<file path="src/rtl/cvp14_pkg.sv">
// Shared definitions for the CVP14 vector datapath.
//   - opcode constants for the vector memory instructions
//   - vector geometry (elements per vector, bits per element)
//   - state encoding for the vector load/store sequencer
package cvp14_pkg;

    localparam logic [3:0] OP_VLD = 4'b0100;
    localparam logic [3:0] OP_VST = 4'b0101;

    localparam int NELEM  = 16;
    localparam int WIDTH  = 16;
    localparam int CNT_W  = $clog2(NELEM);
    localparam int VEC_W  = NELEM * WIDTH;

    typedef enum logic [2:0] {
        ST_IDLE  = 3'd0,
        ST_LOAD  = 3'd1,
        ST_LAST  = 3'd2,
        ST_STORE = 3'd3,
        ST_FIN   = 3'd4
    } vms_state_t;

    function automatic logic is_vmem_op(input logic [3:0] opcode);
        return (opcode == OP_VLD) || (opcode == OP_VST);
    endfunction

endpackage

</file>
<file path="src/rtl/vec_mem_seq.sv">
// Vector load/store memory sequencer.
// Moves one full vector (NELEM x WIDTH) over the single-word memory bus,
// one element per cycle. Loads assemble the vector and present it on the
// register-file parallel write port; stores stream the latched vector out.
//
// State table:
//   state    | meaning
//   ST_IDLE  | waiting for Start; Op/BaseAddr/VecIn latched on acceptance
//   ST_LOAD  | RD issued for element cnt; DataIn for element cnt-1 captured
//   ST_LAST  | read pipeline drain; element NELEM-1 captured
//   ST_STORE | WR issued for element cnt with its latched data
//   ST_FIN   | Done pulse (plus VecOutValid after a load)
//
// Ports:
//   Clk1        in   clock, all state on rising edge
//   Reset       in   asynchronous active-low reset
//   Start       in   request strobe, only honoured in ST_IDLE
//   Op          in   0 = load, 1 = store
//   BaseAddr    in   address of element 0
//   VecIn       in   store source vector
//   VecOut      out  load result, element i at [16i+15:16i]
//   VecOutValid out  one-cycle pulse when VecOut is complete
//   Busy        out  operation in progress (through the Done cycle)
//   Done        out  one-cycle completion pulse
//   Addr/RD/WR/DataOut  out  memory bus, all registered
//   DataIn      in   memory read data, valid the cycle after RD
module vec_mem_seq
    import cvp14_pkg::*;
(
    input  logic               Clk1,
    input  logic               Reset,
    input  logic               Start,
    input  logic               Op,
    input  logic [WIDTH-1:0]   BaseAddr,
    input  logic [VEC_W-1:0]   VecIn,
    output logic [VEC_W-1:0]   VecOut,
    output logic               VecOutValid,
    output logic               Busy,
    output logic               Done,
    output logic [WIDTH-1:0]   Addr,
    output logic               RD,
    output logic               WR,
    output logic [WIDTH-1:0]   DataOut,
    input  logic [WIDTH-1:0]   DataIn
);

    localparam logic [CNT_W-1:0] LAST_IDX = CNT_W'(NELEM - 1);

    vms_state_t         r_state;
    logic [CNT_W-1:0]   r_cnt;
    logic [WIDTH-1:0]   r_base;
    logic [VEC_W-1:0]   r_vec_in;
    logic [VEC_W-1:0]   r_vec_out;
    logic [WIDTH-1:0]   r_addr;
    logic               r_rd;
    logic               r_wr;
    logic [WIDTH-1:0]   r_dout;
    logic               r_busy;
    logic               r_done;
    logic               r_vov;

    vms_state_t         w_state_nxt;
    logic [CNT_W-1:0]   w_cnt_nxt;
    logic [CNT_W-1:0]   w_cnt_inc;
    logic [WIDTH-1:0]   w_addr_inc;
    logic [WIDTH-1:0]   w_addr_nxt;
    logic               w_rd_nxt;
    logic               w_wr_nxt;
    logic [WIDTH-1:0]   w_dout_nxt;
    logic               w_busy_nxt;
    logic               w_done_nxt;
    logic               w_vov_nxt;
    logic               w_accept;
    logic               w_cap_en;
    logic [CNT_W-1:0]   w_cap_idx;

    assign w_cnt_inc  = r_cnt + CNT_W'(1);
    // 16-bit wrap-around is intentional: the bus address space is modulo 2^16.
    assign w_addr_inc = r_base + WIDTH'(w_cnt_inc);

    // Bus outputs are computed one cycle early and registered so that every
    // output comes straight from a flop.
    always_comb begin
        w_state_nxt = r_state;
        w_cnt_nxt   = r_cnt;
        w_addr_nxt  = '0;
        w_rd_nxt    = 1'b0;
        w_wr_nxt    = 1'b0;
        w_dout_nxt  = '0;
        w_busy_nxt  = 1'b0;
        w_done_nxt  = 1'b0;
        w_vov_nxt   = 1'b0;
        w_accept    = 1'b0;
        w_cap_en    = 1'b0;
        w_cap_idx   = r_cnt - CNT_W'(1);

        case (r_state)
            ST_IDLE: begin
                if (Start) begin
                    w_accept   = 1'b1;
                    w_cnt_nxt  = '0;
                    w_busy_nxt = 1'b1;
                    w_addr_nxt = BaseAddr;
                    if (Op) begin
                        w_state_nxt = ST_STORE;
                        w_wr_nxt    = 1'b1;
                        w_dout_nxt  = VecIn[WIDTH-1:0];
                    end else begin
                        w_state_nxt = ST_LOAD;
                        w_rd_nxt    = 1'b1;
                    end
                end
            end

            ST_LOAD: begin
                w_busy_nxt = 1'b1;
                // Read data trails RD by one cycle, so the word arriving now
                // belongs to the previous address.
                w_cap_en   = (r_cnt != '0);
                if (r_cnt == LAST_IDX) begin
                    w_state_nxt = ST_LAST;
                end else begin
                    w_cnt_nxt  = w_cnt_inc;
                    w_rd_nxt   = 1'b1;
                    w_addr_nxt = w_addr_inc;
                end
            end

            ST_LAST: begin
                w_busy_nxt  = 1'b1;
                w_cap_en    = 1'b1;
                w_cap_idx   = LAST_IDX;
                w_state_nxt = ST_FIN;
                w_done_nxt  = 1'b1;
                w_vov_nxt   = 1'b1;
            end

            ST_STORE: begin
                w_busy_nxt = 1'b1;
                if (r_cnt == LAST_IDX) begin
                    w_state_nxt = ST_FIN;
                    w_done_nxt  = 1'b1;
                end else begin
                    w_cnt_nxt  = w_cnt_inc;
                    w_wr_nxt   = 1'b1;
                    w_addr_nxt = w_addr_inc;
                    w_dout_nxt = r_vec_in[int'(w_cnt_inc)*WIDTH +: WIDTH];
                end
            end

            ST_FIN: begin
                w_state_nxt = ST_IDLE;
                w_cnt_nxt   = '0;
            end

            default: begin
                w_state_nxt = ST_IDLE;
                w_cnt_nxt   = '0;
            end
        endcase
    end

    always_ff @(posedge Clk1 or negedge Reset) begin
        if (!Reset) begin
            r_state <= ST_IDLE;
            r_cnt   <= '0;
            r_addr  <= '0;
            r_rd    <= 1'b0;
            r_wr    <= 1'b0;
            r_dout  <= '0;
            r_busy  <= 1'b0;
            r_done  <= 1'b0;
            r_vov   <= 1'b0;
        end else begin
            r_state <= w_state_nxt;
            r_cnt   <= w_cnt_nxt;
            r_addr  <= w_addr_nxt;
            r_rd    <= w_rd_nxt;
            r_wr    <= w_wr_nxt;
            r_dout  <= w_dout_nxt;
            r_busy  <= w_busy_nxt;
            r_done  <= w_done_nxt;
            r_vov   <= w_vov_nxt;
        end
    end

    always_ff @(posedge Clk1 or negedge Reset) begin
        if (!Reset) begin
            r_base   <= '0;
            r_vec_in <= '0;
        end else if (w_accept) begin
            r_base   <= BaseAddr;
            r_vec_in <= VecIn;
        end
    end

    // VecOut is updated element by element, so it keeps the previous load's
    // contents until the first capture of the next load.
    always_ff @(posedge Clk1 or negedge Reset) begin
        if (!Reset) begin
            r_vec_out <= '0;
        end else if (w_cap_en) begin
            r_vec_out[int'(w_cap_idx)*WIDTH +: WIDTH] <= DataIn;
        end
    end

    assign VecOut      = r_vec_out;
    assign VecOutValid = r_vov;
    assign Busy        = r_busy;
    assign Done        = r_done;
    assign Addr        = r_addr;
    assign RD          = r_rd;
    assign WR          = r_wr;
    assign DataOut     = r_dout;

endmodule

</file>
<file path="config.mk">
export PLATFORM = sky130hd
export DESIGN_NAME = vec_mem_seq
export DESIGN_NICKNAME = d
export VERILOG_FILES = /design/src/rtl/cvp14_pkg.sv /design/src/rtl/vec_mem_seq.sv
export SDC_FILE = /design/constraint.sdc
export NUM_CORES = 1
export LEC_CHECK = 0
export BUFFER_PORTS_ARGS = -buffer_cell sky130_fd_sc_hd__buf_2
export CELL_PAD_IN_SITES_DETAIL_PLACEMENT = 1
export CELL_PAD_IN_SITES_GLOBAL_PLACEMENT = 1
export CORE_UTILIZATION = 25
export CTS_CLUSTER_DIAMETER = 100
export DETAILED_ROUTE_END_ITERATION = 10
export PLACE_DENSITY_LB_ADDON = 0.1
export SYNTH_ARGS = -nofsm -noshare
export SYNTH_HDL_FRONTEND = slang
export SYNTH_SLANG_ARGS = --single-unit
</file>
<file path="constraint.sdc">
create_clock -name Clk1 -period 6.94 [get_ports Clk1]
set_clock_uncertainty 0.15 [all_clocks]
set_input_delay 1.388 -clock Clk1 [delete_from_list [all_inputs] [get_ports Clk1]]
set_output_delay 1.388 -clock Clk1 [all_outputs]
set_load 0.005 [all_outputs]
</file>
==> impl_metrics.toml, run 1 <==
[run_status]
status = "finished, final reports clean"

[timing]
final.min_clock_period_ns = 4.54
setup_tns_ns = 0
worst_slew_pin_slew_ns = 1.33
max_freq_mhz = 220
setup_violations = 0
rsz0062_at_grt = "false"
hold_violations = 0
slew_violations = 0
relSlewSlack_pct = 11.3
fin_crit_sh_pct = 65.4

[routing]
drc_errors = 0
drtAntennaViolNets = 0
drt_iter0_markers = 1102
routed_wl_mm = 95.9
first_pass_iters = 5
wire_per_inst_um = 21.9
vias = 20100
vias_per_cell = 4.59

[floorplan]
die_w_um = 314
start_util_pct = 25.2
core-area_sq_um = 96600
die_area_sq_um = 98500
ios = 585
rows = 114
die_h_um = 314

[synth]
ys.flop_type = "dfrtp_1"
ys_top_cells_by_area = "dfrtp_1 (59%), nand2_1 (18%), mux4_2 (5.9%)"
syn_area_per_cell_sq_um = 9.70
ys_warn_count = 0
synth_cell_types = 60
synth_seq_cells = 572
synth_area_sq_um = 24300
synth_edf_count = 0
syn_inst = 2508
synth_nets = 2810
synth_area_leader_cell = "dfrtp_1"
yosysTopAreaCellShare_pct = 58.9
async_reset_ff_share_pct = 100
seq_area_frac_synth_pct = 58.9

[critical_path]
crit_arrival_ns = 4.88
worst-path-stages = 10
start_kind = "flop"
crit_top_cell = "buf_4"
crit_slowest_cell = "a2111oi_0"
crit_required_ns = 7.28
cpPeakStageDelay_ns = 1.01
endpoint_kind = "flop"
critPathMaxFanout = 47
critical_path_buf_inv_count = 3
path_delay_family = "compound AO/OA/AOI/OAI gates"
crit_path_cell_trace = "buf_4, nand4_1, inv_1, ha_1, or3b_1, a2111oi_0, o211ai_1, buf_4, nand2_1, o21ai_0"
crit_type = "reg2reg"
r2r_cells = 10
rrSetupSlack_ns = 2.40

[placed_design]
numPlacedInstances = 4237
io_buffers = 584
dp_hpwl_mm = 68.5
dpl_cell_area_sq_um = 28500
place_congestion = 0.782

[cells_and_area]
regArea_sq_um = 14300
final_cell_area_sq_um = 30900
multi_input_area_sq_um = 9210
post-route-util_pct = 32.0
layout.nets = 3339
area_growth_pct = 27.1
layout.cells.non_filler = 4377
drive_above_1_share_pct = 27.1
fillers = 11212

[grt]
grt_use_total_pct = 19.4
grt_overflow_total = 0
grt_pass1_wl_mm = 143
antenna_found_initial = 30
first_global_vias = 21748
grt_max_degree = 207

[clocking]
root_buffer = "clkbuf_16"
cts_max_level = 3
cts_tree = "done"
ctsHoldBuffers = 0
clockBufferDepth = 3
numClockSinks = 572
path_clk_slew_ns = 0.06
cts-buffers-inserted = 74
clkLatencyLatePin_ns = 0.63
cts_resized = 0
post_cts_buffers = 0

[worst_hold_path]
hold_class = "reg2reg"
min_path_cells = 2

[pwr]
p_leak_nw = 15.5
power.total_mw = 16.5
ir_worst_vdd_v = 0.000241
power_density_nw_per_um2 = 532

[run]
max_cap_viol_count = 0
==> state kept, by name (all words and copies together) (netlist names) <==
name and cells:
r_vec_in 256, r_cnt 4, r_state 3, WR 1
VecOutValid 1, RD 1, Done 1, DataOut 16
Busy 1, r_base 16, Addr 16, VecOut 256
==> cells in the mapped netlist (all sizes together) (3+ instances only) <==
master and count:
and2 6, dfrtp 572, inv 37, mux2 9
a2111oi 3, nor2b 4, a211oi 5, nor2 10
mux4 64, clkbuf 123, nand3 18, xnor2 10
nand2 1146, o211ai 10, nand4 4, or3b 3
nor3b 3, o21ai 263, a211o 16, nor3 6
o31ai 80, buf 38, or2 5, a21oi 38
ha 9, xor2 7
==> worst reg2reg max path: cells and delay by family, from the launching register on <==
family                   cells  cell delay (ns)
AO/OA/AOI/OAI                3             1.33
flip-flops                   1             0.41
AND/OR/NAND/NOR              3             0.91
buffers and inverters        3             1.17
adder cells (fa/ha/maj)      1             0.44
==> cells by family (layout without fill, tap and decap cells) <==
| group | count (synthesis) | after routing | share of synthesized area [%] |
|---|---|---|---|
| buf+inv | 199 | 786 | 3.47 |
| mux | 73 | 73 | 6.34 |
| fa+ha+maj | 10 | 10 | 0.545 |
| xor+xnor | 17 | 17 | 0.689 |
| flops | 572 | 572 | 58.9 |
| compound gates | 424 | 424 | 10.5 |
| other cells | 0 | 6 | 0 |
| simple gates | 1213 | 1213 | 19.6 |
==> through the flow <==
| stage | hold WS, ns | setup slack [ns] |
|---|---|---|
| floorplan | 0.290 | 3.03 |
| global placement | 0.304 | 2.41 |
| detailed placement | 0.307 | 2.36 |
| CTS | 0.321 | 2.34 |
| global route | 0.331 | 2.12 |
| finish | 0.319 | 2.40 |
==> placed cells by master (no fill, tap or decap), drive strengths merged, types with 4 or more instances in the layout <==
cell / n
or2: 5
o211ai: 10
nor2b: 4
clkbuf: 113
xor2: 7
and2: 6
nand4: 4
nand2: 1146
dfrtp: 572
mux4: 64
diode: 6
inv: 42
o31ai: 80
a21oi: 38
mux2: 9
nor2: 10
buf: 614
a211o: 16
nor3: 6
o21ai: 263
clkinv: 11
ha: 9
nand3: 18
xnor2: 10
a211oi: 5
==> layout make-up <==
class | count | share of cell area [%]
clock buffers | 113 | 7.08
flip-flops and latches | 572 | 46.3
well taps | 1276 | 5.16
clock inverters | 21 | 0.740
multi-input cells | 1737 | 29.8
repair buffers | 614 | 10.4
inverters | 38 | 0.465
diodes | 6 | 0.0486
==> power by group <==
group | total (mW) | internal, mW | leakage (nW) | switching [mW]
Combinational | 6.75 | 2.51 | 7.29 | 4.24
Sequential | 5.86 | 4.91 | 7.01 | 0.952
Clock | 3.85 | 2.29 | 1.18 | 1.55
==> path summary, 6_finish.rpt <==
| path | from | endpoint |
|---|---|---|
| worst max-delay path | r_cnt[0]$_DFFE_PN0P_ | VecOut[136]$_DFFE_PN0P_ |
| worst min-delay path | r_vec_in[136]$_DFFE_PN0P_ | r_vec_in[136]$_DFFE_PN0P_ |
| worst max register to register | r_cnt[0]$_DFFE_PN0P_ | VecOut[136]$_DFFE_PN0P_ |
| worst min register to register | r_vec_in[136]$_DFFE_PN0P_ | r_vec_in[136]$_DFFE_PN0P_ |
| max in group asynchronous | Reset | VecOut[95]$_DFFE_PN0P_ |
| min in group asynchronous | Reset | VecOut[198]$_DFFE_PN0P_ |
==> layer usage <==
metal | part of all wire, % | routed length [um] | vias to the layer above | GRT usage (%)
met1 | 41 | 39200 | 10054 | 23.4
met5 | 0.27 | 258 | - | 0
met3 | 5.8 | 5540 | 180 | 5.26
met4 | 3.1 | 2950 | 40 | 5.94
met2 | 50 | 47900 | 483 | 33.5
li1 | - | - | 9343 | -
No activity file was read; power rests on OpenSTA's default activity.
==> run 2, diff against run 1 <==
==> constraint.sdc (replaced) <==
create_clock -name Clk1 -period 4.5 [get_ports Clk1]
set_clock_uncertainty 0.15 [all_clocks]
set_input_delay 0.9 -clock Clk1 [delete_from_list [all_inputs] [get_ports Clk1]]
set_output_delay 0.9 -clock Clk1 [all_outputs]
set_load 0.005 [all_outputs]
==> impl_metrics.toml, run 2 (synthesis gave the netlist of run 1 again) <==
[run_status]
status = "finished, final reports clean"

[floorplan]
start_util_pct = 25.2
die_h_um = 314
die_area_sq_um = 98500
core-area_sq_um = 96600
ios = 585
rows = 114
die_w_um = 314

[placed_design]
place_congestion = 0.783
io_buffers = 584
dp_hpwl_mm = 71.3
numPlacedInstances = 4265

[critical_path]
r2r_end = "VecOut[66]$_DFFE_PN0P_"
cpPeakStageDelay_ns = 0.67
crit_slowest_cell = "a2111oi_1"
crit_arrival_ns = 4.63
r2r_cells = 12
crit_required_ns = 4.87
crit_path_cell_trace = "inv_1, ha_1, xnor2_4, nand4_1, inv_1, ha_1, buf_4, or3b_1, a2111oi_1, o211ai_1, buf_4, o31ai_1"
critPathMaxFanout = 32
crit_type = "reg2reg"
r2r-start = "r_cnt[0]$_DFFE_PN0P_"
endpoint_kind = "flop"
start_kind = "flop"
rrSetupSlack_ns = 0.24

[clocking]
cts_tree = "done"
cts-buffers-inserted = 71
root_buffer = "clkbuf_16"
clkLatencyLatePin_ns = 0.62
post_cts_buffers = 0
path_clk_slew_ns = 0.06
cts_max_level = 3
ctsHoldBuffers = 0
numClockSinks = 572
clockBufferDepth = 3

[routing]
vias_per_cell = 4.59
vias = 20134
drtAntennaViolNets = 0
drt_iter0_markers = 1116
wire_per_inst_um = 22.3
drc_errors = 0
first_pass_iters = 5
routed_wl_mm = 97.9

[cells_and_area]
final_cell_mix = "nand2_1 (1146), buf_2 (583), dfrtp_1 (571)"
regArea_sq_um = 14300
post-route-util_pct = 32.2
layout.nets = 3364
fillers = 11149
multi_input_area_sq_um = 9210
drive_above_1_share_pct = 27.8
layout_commonest_cell = "nand2_1"
area_growth_pct = 27.7
layout.cells.non_filler = 4390

[timing]
fin_crit_sh_pct = 94.7
setup_violations = 0
max_freq_mhz = 235
relSlewSlack_pct = 28.5
final.min_clock_period_ns = 4.26
worst_slew_pin_slew_ns = 1.07
slew_violations = 0
setup_tns_ns = 0
rsz0062_at_grt = "false"
hold_violations = 0

[pwr]
ir_worst_vdd_v = 0.000403
power.total_mw = 25.2
p_leak_nw = 15.6
power_density_nw_per_um2 = 812

[grt]
grt_overflow_total = 0
antenna_found_initial = 7
first_global_vias = 21758
grt_max_degree = 114
grt_use_total_pct = 19.8
grt_pass1_wl_mm = 145

[worst_hold_path]
hold_class = "in2async"

[run]
max_cap_viol_count = 0
-- run 2: changes by cell type in the layout (fill, tap and decap cells not counted), sizes merged --
cell and change:
diode -2, clkbuf -14, buf +28, bufinv -2, clkinv +5, inv -2
-- run 2: how the worst max path moves through the flow --
stage	from	to	slack (ns)	cells after the start
global placement	r_cnt[0]$_DFFE_PN0P_	VecOut[70]$_DFFE_PN0P_	0.31	12
finish	r_cnt[0]$_DFFE_PN0P_	VecOut[66]$_DFFE_PN0P_	0.24	12
detailed placement	r_cnt[0]$_DFFE_PN0P_	VecOut[66]$_DFFE_PN0P_	0.17	12
CTS	r_cnt[0]$_DFFE_PN0P_	VecOut[66]$_DFFE_PN0P_	0.15	12
global route	r_cnt[0]$_DFFE_PN0P_	VecOut[66]$_DFFE_PN0P_	0.003	12
floorplan	r_cnt[0]$_DFFE_PN0P_	VecOut[14]$_DFFE_PN0P_	0.59	13
-- run 2: worst max-delay path, delay by kind of cell, from the launching register on --
kind,cells,cell delay [ns]
XOR/XNOR,1,0.14
AND/OR/NAND/NOR,2,0.61
buffers and inverters,4,0.87
adder cells (fa/ha/maj),2,0.58
AO/OA/AOI/OAI,3,1.27
flip-flops,1,0.54
-- run 2: where the power goes --
part	switching, mW	internal, mW	leakage (nW)
sequential	1.47	7.57	7.01
clock	2.36	3.26	1.12
combinational	6.56	4.00	7.46
-- run 2: through the flow --
| step | hold slack (ns) | instance area (sq um) | setup slack (ns) |
|---|---|---|---|
| 6_report | 0.148 | 31000 | 0.240 |
| 4_1_cts | 0.226 | 31000 | 0.150 |
| 3_5_place_dp | 0.309 | 28800 | 0.167 |
| 5_1_grt | 0.214 | 31000 | 0.00279 |
| 3_3_place_gp | 0.304 | 28800 | 0.307 |
| 2_1_floorplan | 0.290 | 24300 | 0.586 |
-- run 2: cell type report --
cell class	count	share of cell area, %
inverters	38	0.463
clock buffers	99	6.64
clock inverters	22	0.641
well taps	1276	5.14
diodes	4	0.0322
repair buffers	642	11.3
flip-flops and latches	572	46.1
multi-input cells	1737	29.7
-- run 2: routing by layer --
metal | GRT usage [%] | wire, um | up-vias | share of wire (%)
li1 | - | - | 9377 | -
met1 | 24.7 | 41200 | 10155 | 42
met2 | 34.9 | 50200 | 494 | 51
met3 | 3.71 | 4380 | 106 | 4.5
met4 | 4.96 | 2000 | 2 | 2.0
met5 | 0 | 13 | - | 0.013
-- run 2: timing repair --
action / 4_1_cts / 5_1_grt
hold endpoints to repair: 0 / 0
resized for setup: 0 / 1
setup endpoints to repair: 0 / 16
==> run 3, diff against run 2 <==
--- a/config.mk
+++ b/config.mk
@@ -9,6 +9,7 @@
 export CELL_PAD_IN_SITES_DETAIL_PLACEMENT = 1
 export CELL_PAD_IN_SITES_GLOBAL_PLACEMENT = 1
 export CORE_UTILIZATION = 25
+export CTS_BUF_LIST = sky130_fd_sc_hd__clkbuf_4
 export CTS_CLUSTER_DIAMETER = 100
 export DETAILED_ROUTE_END_ITERATION = 10
 export PLACE_DENSITY_LB_ADDON = 0.1
==> impl_metrics.toml, run 3 (synthesis gave the netlist of run 1 again) <==
[run_status]
status = "finished, final reports clean"

[critical_path]
worst-path-stages = 12
start_kind = "flop"
crit_type = "reg2reg"
cpPeakStageDelay_ns = 0.67
crit_path_cell_trace = "inv_1, ha_1, xnor2_4, nand4_1, inv_1, ha_1, buf_4, or3b_1, a2111oi_1, o211ai_1, buf_4, o31ai_1"
rrSetupSlack_ns = 0.26
crit_required_ns = 5.29
path_delay_family = "compound AO/OA/AOI/OAI gates"
startpoint = "r_cnt[0]$_DFFE_PN0P_"
critPathMaxFanout = 32
crit_slowest_cell = "a2111oi_1"
r2r-start = "r_cnt[0]$_DFFE_PN0P_"
endpoint_kind = "flop"
crit_arrival_ns = 5.03
r2r_cells = 12
critical_path_buf_inv_count = 4

[floorplan]
die_w_um = 314
die_h_um = 314
rows = 114
ios = 585
start_util_pct = 25.2
core-area_sq_um = 96600
die_area_sq_um = 98500

[grt]
antenna_found_initial = 3
grt_use_total_pct = 20.8
grt_pass1_wl_mm = 153
first_global_vias = 23994
grt_max_degree = 114
grt_overflow_total = 0

[cells_and_area]
post-route-util_pct = 35.0
layout.nets = 3752
area_growth_pct = 38.8
final_cell_mix = "nand2_1 (1146), buf_2 (583), dfrtp_1 (571)"
final_cell_area_sq_um = 33800
layout_commonest_cell = "nand2_1"
drive_above_1_share_pct = 28.4

[placed_design]
preCtsSetupSlack_ns = 0.167
place_congestion = 0.783
io_buffers = 584
dp_hpwl_mm = 71.3
dpl_cell_area_sq_um = 28800

[pwr]
p_leak_nw = 16.9
power_density_nw_per_um2 = 733
ir_worst_vdd_v = 0.000401

[routing]
wire_per_inst_um = 21.0
drt_iter0_markers = 1104
first_pass_iters = 5
routed_wl_mm = 102
drtAntennaViolNets = 0
vias_per_cell = 4.51
drc_errors = 0
vias = 21854

[clocking]
clkLatencyLatePin_ns = 1.05
root_buffer = "clkbuf_4"
numClockSinks = 572
cts-buffers-inserted = 168
path_clk_slew_ns = 0.06
cts_max_level = 4
cts_tree = "done"
post_cts_buffers = 0
clockBufferDepth = 3

[timing]
setup_violations = 0
max_freq_mhz = 236
final.min_clock_period_ns = 4.24
hold_violations = 0
relSlewSlack_pct = 28.2
rsz0062_at_grt = "false"
slew_violations = 0
setup_slack_ns = 0.256
setup_tns_ns = 0
fin_crit_sh_pct = 94.3
worst_slew_pin_slew_ns = 1.07

[run]
max_cap_viol_count = 0

[worst_hold_path]
hold_class = "in2async"
[run 3: path summary, 6_finish.rpt]
check	end
worst max-delay path	VecOut[66]$_DFFE_PN0P_
worst min-delay path	VecOut[182]$_DFFE_PN0P_
worst max register to register	VecOut[66]$_DFFE_PN0P_
worst min register to register	r_vec_in[105]$_DFFE_PN0P_
max in group asynchronous	VecOut[247]$_DFFE_PN0P_
min in group Clk1	r_vec_in[105]$_DFFE_PN0P_
[run 3: per-layer routing]
metal / up-vias / track usage, % / share of wire [%]
li1: 10251 / - / -
met1: 10858 / 25.0 / 41
met2: 583 / 36.9 / 52
met3: 160 / 4.33 / 4.5
met4: 2 / 6.86 / 2.5
met5: - / 0 / 0.012
[run 3: cell type report]
| type | instances | area, sq um |
|---|---|---|
| diodes | 3 | 7.51 |
| clock buffers | 242 | 1820 |
| clock inverters | 40 | 248 |
| fillers | 11223 | 62800 |
| inverters | 38 | 144 |
| multi-input cells | 1737 | 9210 |
| flip-flops and latches | 572 | 14300 |
| well taps | 1276 | 1600 |
| repair buffers | 933 | 6420 |
[run 3: what timing repair did]
item                                    CTS  global route
resized for setup                         0             1
hold endpoints to repair                456             0
hold buffers                            291             0
endpoints found under the setup margin    0            16
[run 3: power by group]
group	internal [mW]	switching, mW
combinational	4.16	6.60
clock	2.57	2.38
sequential	7.57	1.47
total	14.3	10.5
[run 3: stage by stage]
| stage | power [mW] | hold WS [ns] | cells |
|---|---|---|---|
| 6_report | 24.8 | 0.316 | 4841 |
| 5_1_grt | 26.9 | 0.306 | 4839 |
| 4_1_cts | 25.3 | 0.241 | 4838 |
| 3_5_place_dp | 19.9 | 0.309 | 4265 |
| 3_3_place_gp | 19.6 | 0.304 | 4265 |
| 2_1_floorplan | 15.1 | 0.290 | 2508 |
